==> src/rtl/mpadd_seq.sv <==
// Multi-precision add/subtract sequencer: one W-bit adder slice reused over WORDS cycles.
// Optional zero-result flag port enabled by defining MPADD_ZERO_FLAG_EN.
module mpadd_seq #(
    parameter int W     = 16,
    parameter int WORDS = 4
) (
    input  logic               clk,
    input  logic               rst,
    input  logic               start,
    input  logic               sub,
    input  logic               cin,
    input  logic [W*WORDS-1:0] a,
    input  logic [W*WORDS-1:0] b,
    output logic               busy,
    output logic               done,
    output logic [W*WORDS-1:0] sum,
    output logic               cout,
    output logic               overflow
`ifdef MPADD_ZERO_FLAG_EN
    ,
    output logic               zero
`endif
);

    localparam int N  = W * WORDS;
    localparam int KW = (WORDS > 1) ? $clog2(WORDS) : 1;
    localparam logic [KW-1:0] K_LAST = KW'(WORDS - 1);

    // Handshake: start is accepted only while idle (busy=0); operands are captured on that
    // edge, busy stays high until the DONE cycle ends, done pulses once with results valid.
    typedef enum logic [1:0] {IDLE, RUN, DONE} state_t;

    state_t         state;
    state_t         state_next;
    logic [KW-1:0]  k;
    logic           carry;
    logic [N-1:0]   op_a;
    logic [N-1:0]   op_b;
    logic [W-1:0]   slice_a;
    logic [W-1:0]   slice_b;
    logic [W-1:0]   slice_s;
    logic           slice_c;
    logic           msb_c;
    logic           last;
`ifdef MPADD_ZERO_FLAG_EN
    logic [W-1:0]   acc;
`endif

    always_ff @(posedge clk) begin
        if (rst) begin
            state <= IDLE;
        end else begin
            state <= state_next;
        end
    end

    always_comb begin
        state_next = state;
        case (state)
            IDLE:    if (start) state_next = RUN;
            RUN:     if (last)  state_next = DONE;
            DONE:    state_next = IDLE;
            default: state_next = IDLE;
        endcase
    end

    assign busy = (state != IDLE);
    assign done = (state == DONE);
    assign last = (k == K_LAST);

    // The single adder slice; msb_c recovers the carry into the top bit for overflow.
    always_comb begin
        slice_a            = op_a[k*W +: W];
        slice_b            = op_b[k*W +: W];
        {slice_c, slice_s} = {1'b0, slice_a} + {1'b0, slice_b} + {{W{1'b0}}, carry};
        msb_c              = slice_a[W-1] ^ slice_b[W-1] ^ slice_s[W-1];
    end

    always_ff @(posedge clk) begin
        if (rst) begin
            k        <= '0;
            carry    <= 1'b0;
            op_a     <= '0;
            op_b     <= '0;
            sum      <= '0;
            cout     <= 1'b0;
            overflow <= 1'b0;
`ifdef MPADD_ZERO_FLAG_EN
            acc      <= '0;
            zero     <= 1'b0;
`endif
        end else begin
            case (state)
                IDLE: begin
                    if (start) begin
                        op_a  <= a;
                        op_b  <= sub ? ~b : b;
                        carry <= sub ? 1'b1 : cin;
                        k     <= '0;
`ifdef MPADD_ZERO_FLAG_EN
                        acc   <= '0;
`endif
                    end
                end
                RUN: begin
                    sum[k*W +: W] <= slice_s;
                    carry         <= slice_c;
`ifdef MPADD_ZERO_FLAG_EN
                    acc           <= acc | slice_s;
`endif
                    if (last) begin
                        cout     <= slice_c;
                        overflow <= msb_c ^ slice_c;
`ifdef MPADD_ZERO_FLAG_EN
                        zero     <= ~|(acc | slice_s);
`endif
                    end else begin
                        k <= k + 1'b1;
                    end
                end
                default: ;
            endcase
        end
    end

endmodule

==> config.mk <==
export PLATFORM = sky130hd
export DESIGN_NAME = mpadd_seq
export DESIGN_NICKNAME = d
export VERILOG_FILES = /design/src/rtl/mpadd_seq.sv
export SDC_FILE = /design/constraint.sdc
export NUM_CORES = 1
export LEC_CHECK = 0
export CAP_MARGIN = 30
export CORE_MARGIN = 5
export CORE_UTILIZATION = 45
export CTS_BUF_LIST = sky130_fd_sc_hd__clkbuf_8
export CTS_CLUSTER_SIZE = 30
export DETAILED_ROUTE_END_ITERATION = 8
export GPL_ROUTABILITY_DRIVEN = 1
export PLACE_DENSITY = 0.73
export SKIP_LAST_GASP = 1
export SYNTH_ARGS = -nofsm -noshare
export SYNTH_HDL_FRONTEND = slang
export SYNTH_SLANG_ARGS = --single-unit
==> constraint.sdc <==
create_clock -name clk -period 5 [get_ports clk]
set_clock_uncertainty 0.15 [all_clocks]
set_input_delay 0.75 -clock clk [delete_from_list [all_inputs] [get_ports clk]]
set_output_delay 0.75 -clock clk [all_outputs]
set_load 0.05 [all_outputs]
==> results.toml, run 1 <==
[synth]
synth_edf_count = 0
synth_ff_type = "dfxtp_1"
ys_seq_area_share_pct = 44.11
netlist_area_um2 = 9032
synth_cells = 976
synth_cell_type_count = 51
avgSynthCellArea_um2 = 9.255
ys_warn_count = 0
ys_async_sr_fraction_pct = 0
synth_fp_nets = 1132
ys_ff_latch = 199

[clocking]
cts_sinks = 199
clk_latency_ps = 470
postCtsHoldBufs = 0
cts_buffer_depth = 2
cts.repair.resized = 0
root_buffer = "clkbuf_8"
cts_buffers = 17
post_cts_buffers = 0
cts_tree = "done"
cts-htree-levels = 4
clkTransAtPathRegs_ps = 100

[die]
start_util_pct = 46.11
die_y_um = 151.7
fp.dieArea_um2 = 23010
num_io_pins = 201
floorplan.rows = 51
core-area_um2 = 19590
die_w_um = 151.7

[timing]
hold_slack_ps = 308.2
final_max_slew_viol_count = 0
rsz0062_at_grt = "false"
worst_pin_slew_ps = 974.3
layout_min_cycle_time_ps = 3820
setup_viol = 0
post-route-period-util_pct = 76.40
max_slew_margin_pct = 35.05
finalHoldViolations = 0
setup_tns_ps = 0
setup_slack_ps = 1180
fmax_mhz = 261.8

[power]
switching_share_pct = 29.73
p_leak_nw = 4.039
netSwitchingPower_mw = 1.011
powerDensity_nw_per_um2 = 296.0
power.share.sequential_pct = 51.4
peakVddDrop_v = 0.0001703
power_frac_comb_pct = 20.4
p_total_mw = 3.401
intPower_mw = 2.390
pwr-share-clk_pct = 28.3

[final_layout]
layout.cells.non_filler = 1405
final-seq-area_um2 = 3986
multi_input_area_um2 = 4661
n_fill_cell = 1762
antenna_cells = 0
drive_gt1_share_pct = 7.982
utilization_pct = 58.65
area_delta_synth_final_pct = 27.21
design_area_um2 = 11490
nets = 1284

[placement]
dp_slack_ps = 1139
placedCellCount = 1374
gp_congestion = 0.8610
hpwl_um = 19230
placed_area_um2 = 11140
io_buffers = 200

[setup_path]
endpoint_kind = "flip-flop"
crit_fanout = 26
worstPathArrival_ps = 4010
cp.required_ps = 5190
slowest_stage = "dfxtp_2"
path_cells = "buf_4 > mux4_2 > ha_1 > o211ai_1 > o211ai_2 > and3_4 > o41a_1 > a32oi_1 > nor2_1"
worst_path_largest_cell_delay_ps = 880
start_kind = "flip-flop"
timing_worst_setup_path_type = "flip-flop to flip-flop"

[run]
cap_violations = 0

[detailed_routing]
vias = 7559
drt-initial-drc-count = 643
first_pass_iters = 6
wl_per_cell_um = 18.18
ant_nets = 0
remaining_drc_errors = 0
vias_per_cell = 5.380
finalWirelength_um = 25550

[global_route]
antenna_found_initial = 1
grt.total_usage_pct = 22.11
grt_pass1_wl_um = 39150
grt_pass1_vias = 7065
grt_max_degree = 133
grt-ovfl-total = 0

[status]
status = "completed"

[min_path]
hold_path_class = "flip-flop to flip-flop"
cell usage after synthesis, drive strengths merged, types with 2 or more instances:
cell,instances,area (µm²)
xnor2,75,656.9
nor2b,2,12.51
a21oi,80,415.4
o211ai,4,35.03
inv,7,26.28
nand3,5,25.02
nand2,143,539.3
a21o,3,22.52
o21ai,26,130.1
and3,2,18.77
mux4,32,720.7
nand2b,10,62.56
a41oi,2,17.52
nor3,2,10.01
xor2,2,17.52
ha,21,262.8
a211oi,65,493.0
nor2,127,476.7
buf,35,197.7
a311oi,2,17.52
a31oi,3,18.77
o21a,2,15.01
a22oi,45,337.8
clkbuf,45,168.9
dfxtp,199,3984
nor4b,3,45.04
a32oi,4,35.03
nand3b,16,120.1
fa,2,40.04
routing by layer:
layer  GRT usage, %  share of wire, %
met5              0             0.047
met4          5.705               1.4
met1          32.70                47
met3          4.491               7.1
met2          33.09                44
cells in the final DEF (no fill, tap or decap), types with 5 or more instances in the layout:
| cell type | n |
|---|---|
| nand3b_1 | 16 |
| nand3_1 | 5 |
| buf_4 | 12 |
| nand2_1 | 141 |
| o21ai_0 | 24 |
| a22oi_1 | 45 |
| a21oi_1 | 78 |
| clkdlybuf4s50_1 | 198 |
| clkbuf_8 | 18 |
| mux4_2 | 32 |
| nor2_1 | 127 |
| ha_1 | 21 |
| dfxtp_1 | 197 |
| nand2b_1 | 10 |
| a211oi_1 | 64 |
| inv_1 | 10 |
| xnor2_1 | 75 |
kinds of logic (layout without fill, tap and decap cells):
| group | after synthesis | in the layout | share of synthesized area, % |
|---|---|---|---|
| buf+inv | 87 | 251 | 4.350 |
| simple gates | 314 | 314 | 14.88 |
| xor+xnor | 77 | 77 | 7.466 |
| mux | 33 | 33 | 8.090 |
| compound gates | 243 | 243 | 17.76 |
| flops | 199 | 199 | 44.11 |
| fa+ha+maj | 23 | 23 | 3.352 |
layout make-up:
| class | instances | area share [%] |
|---|---|---|
| Inverter | 7 | 0.2287 |
| Timing Repair Buffer | 213 | 18.55 |
| Sequential cell | 199 | 34.69 |
| Clock inverter | 13 | 0.9256 |
| Multi-Input combinational cell | 690 | 40.56 |
| Tap cell | 265 | 2.886 |
| Clock buffer | 18 | 2.156 |
registers in the layout, indices dropped and copies added (netlist names):
register  flops
state         2
op_b         64
overflow      1
k             2
op_a         64
sum          64
carry         1
cout          1
power groups by stage:
stage / logic (mW) / clock network (mW) / registers (mW)
after floorplan: 0.443 / 0 / 1.77
after global placement: 0.684 / 0 / 1.78
after detailed placement: 0.692 / 0 / 1.78
after CTS: 0.695 / 0.978 / 1.75
after global routing: 0.755 / 1.05 / 1.76
final: 0.693 / 0.961 / 1.75
worst paths after layout:
path | cells after the start | slack (ps) | startpoint | end
max | 9 | 1180 | k[0]$_SDFFE_PP0P_ | sum[13]$_SDFFE_PP0P_
min reg2reg | 2 | 310 | op_a[18]$_SDFFE_PP0P_ | op_a[18]$_SDFFE_PP0P_
max reg2reg | 9 | 1180 | k[0]$_SDFFE_PP0P_ | sum[13]$_SDFFE_PP0P_
min | 2 | 310 | op_a[18]$_SDFFE_PP0P_ | op_a[18]$_SDFFE_PP0P_
worst max-delay path, delay by kind of cell (launching register included):
| kind | cells | cell delay [ps] |
|---|---|---|
| AOI/OAI and AO/OA | 4 | 1090 |
| DFF | 1 | 880 |
| muxes | 1 | 570 |
| adders and majority gates | 1 | 360 |
| buffers and inverters | 1 | 350 |
| and+or+nand+nor | 2 | 260 |
Power figures use the tool's default switching activity.
==> run 2: changes to the inputs <==
Settings changed: PLACE_DENSITY 0.73 to 0.75.
Clock period 5 ns to 3.4 ns, I/O delays scaled along.
==> results.toml, run 2 (synthesized netlist as in run 1, its figures left out) <==
[placement]
hpwl_um = 19200
placed_area_um2 = 11290
gp_congestion = 0.9270
io_buffers = 200
placedCellCount = 1387

[timing]
setup_tns_ps = 0
setup_viol = 0
hold_slack_ps = 310.0
final_max_slew_viol_count = 0
layout_min_cycle_time_ps = 3237
finalHoldViolations = 0
fmax_mhz = 308.9
rsz0062_at_grt = "false"
worst_pin_slew_ps = 889.8
max_slew_margin_pct = 40.68
post-route-period-util_pct = 95.21

[final_layout]
nets = 1299
area_delta_synth_final_pct = 29.77
layout.cells.non_filler = 1421
layout_common_cells = "clkdlybuf4s50_1 (198), dfxtp_1 (197), nand2_1 (141)"
n_fill_cell = 1693
drive_gt1_share_pct = 9.602
utilization_pct = 59.83
antenna_cells = 0
top_regs = "op_a x64, op_b x64, sum x64"
design_area_um2 = 11720
final_common_cell = "clkdlybuf4s50_1"

[setup_path]
critPathLaunch = "k[0]$_SDFFE_PP0P_"
timing_worst_setup_path_type = "flip-flop to flip-flop"
start_kind = "flip-flop"
crit_fanout = 16
endpoint_kind = "flip-flop"
cp.required_ps = 3580
reg2reg_from = "k[0]$_SDFFE_PP0P_"
worstPathArrival_ps = 3420

[global_route]
antenna_found_initial = 0
grt.total_usage_pct = 21.78
grt-ovfl-total = 0
grt_pass1_vias = 7152
grt_pass1_wl_um = 38910
grt_max_degree = 121

[clocking]
cts_sinks = 199
cts_buffer_depth = 2
cts_tree = "done"
root_buffer = "clkbuf_8"
clkTransAtPathRegs_ps = 100
cts_buffers = 17
postCtsHoldBufs = 0
clk_latency_ps = 470
cts-htree-levels = 4

[min_path]
min-delay-start = "op_a[49]$_SDFFE_PP0P_"
hold_path_class = "flip-flop to flip-flop"

[power]
peakVddDrop_v = 0.0002373
powerDensity_nw_per_um2 = 439.8
p_leak_nw = 4.140

[die]
floorplan.rows = 51
num_io_pins = 201
die_w_um = 151.7
core-area_um2 = 19590
start_util_pct = 46.11
die_y_um = 151.7
fp.dieArea_um2 = 23010

[detailed_routing]
wl_per_cell_um = 17.97
finalWirelength_um = 25530
vias_per_cell = 5.441
remaining_drc_errors = 0
first_pass_iters = 5
drt-initial-drc-count = 634
ant_nets = 0
vias = 7731

[run]
cap_violations = 0

[status]
status = "completed"
run 2: worst paths after layout:
kind	slack [ps]	depth (start not counted)	endpoint
hold / removal	310	2	op_a[49]$_SDFFE_PP0P_
setup / recovery	160	9	sum[13]$_SDFFE_PP0P_
hold reg to reg	310	2	op_a[49]$_SDFFE_PP0P_
setup reg to reg	160	9	sum[13]$_SDFFE_PP0P_
run 2: power by group:
group	switching [mW]	leakage (nW)	internal [mW]
Sequential	0.101	1.63	2.46
Combinational	0.565	2.31	0.489
Clock	0.868	0.197	0.671
Total	1.53	4.14	3.62
run 2: layer usage:
layer	routed length, µm	vias to the layer above	track usage [%]
met1	11640	3605	31.98
met2	11260	327	32.53
met3	2274	30	4.789
met4	357	0	5.660
li1	-	3769	-
met5	0	-	0
run 2: cell type report:
class                           instances  area, µm²  share of cell area, %
Sequential cell                       199       3991                  34.05
Clock buffer                           17      234.0                  1.996
Timing Repair Buffer                  228       2302                  19.64
Tap cell                              265      331.6                  2.829
Multi-Input combinational cell        690       4668                  39.83
Clock inverter                         15      167.7                  1.430
Inverter                                7      26.28                 0.2242
run 2: what timing repair did:
item / CTS / global route
resized for setup: 0 / 4
setup buffers: 0 / 2
endpoints found under the setup margin: 0 / 13
run 2: per-stage QoR:
stage               worst slack [ps]  total power [mW]
floorplan                      47.96             3.249
global placement               231.9             3.635
detailed placement             111.6             3.655
CTS                            74.70             5.171
global route                   4.194             5.386
finish                         162.7             5.154
run 2: critical path, cell delays in order, from the launching register on:
cell,delay [ps]
dfxtp_4,430
buf_12,180
mux4_2,550
ha_1,360
a21oi_1,270
o211ai_2,200
and3_4,230
o41a_1,470
a32oi_1,220
nor2_1,50
==> run 3: changes to the inputs <==
Settings changed: SKIP_LAST_GASP 1 to default.
==> results of run 3 <==
The final DEF is identical to that of run 2; final timing and power are the same.
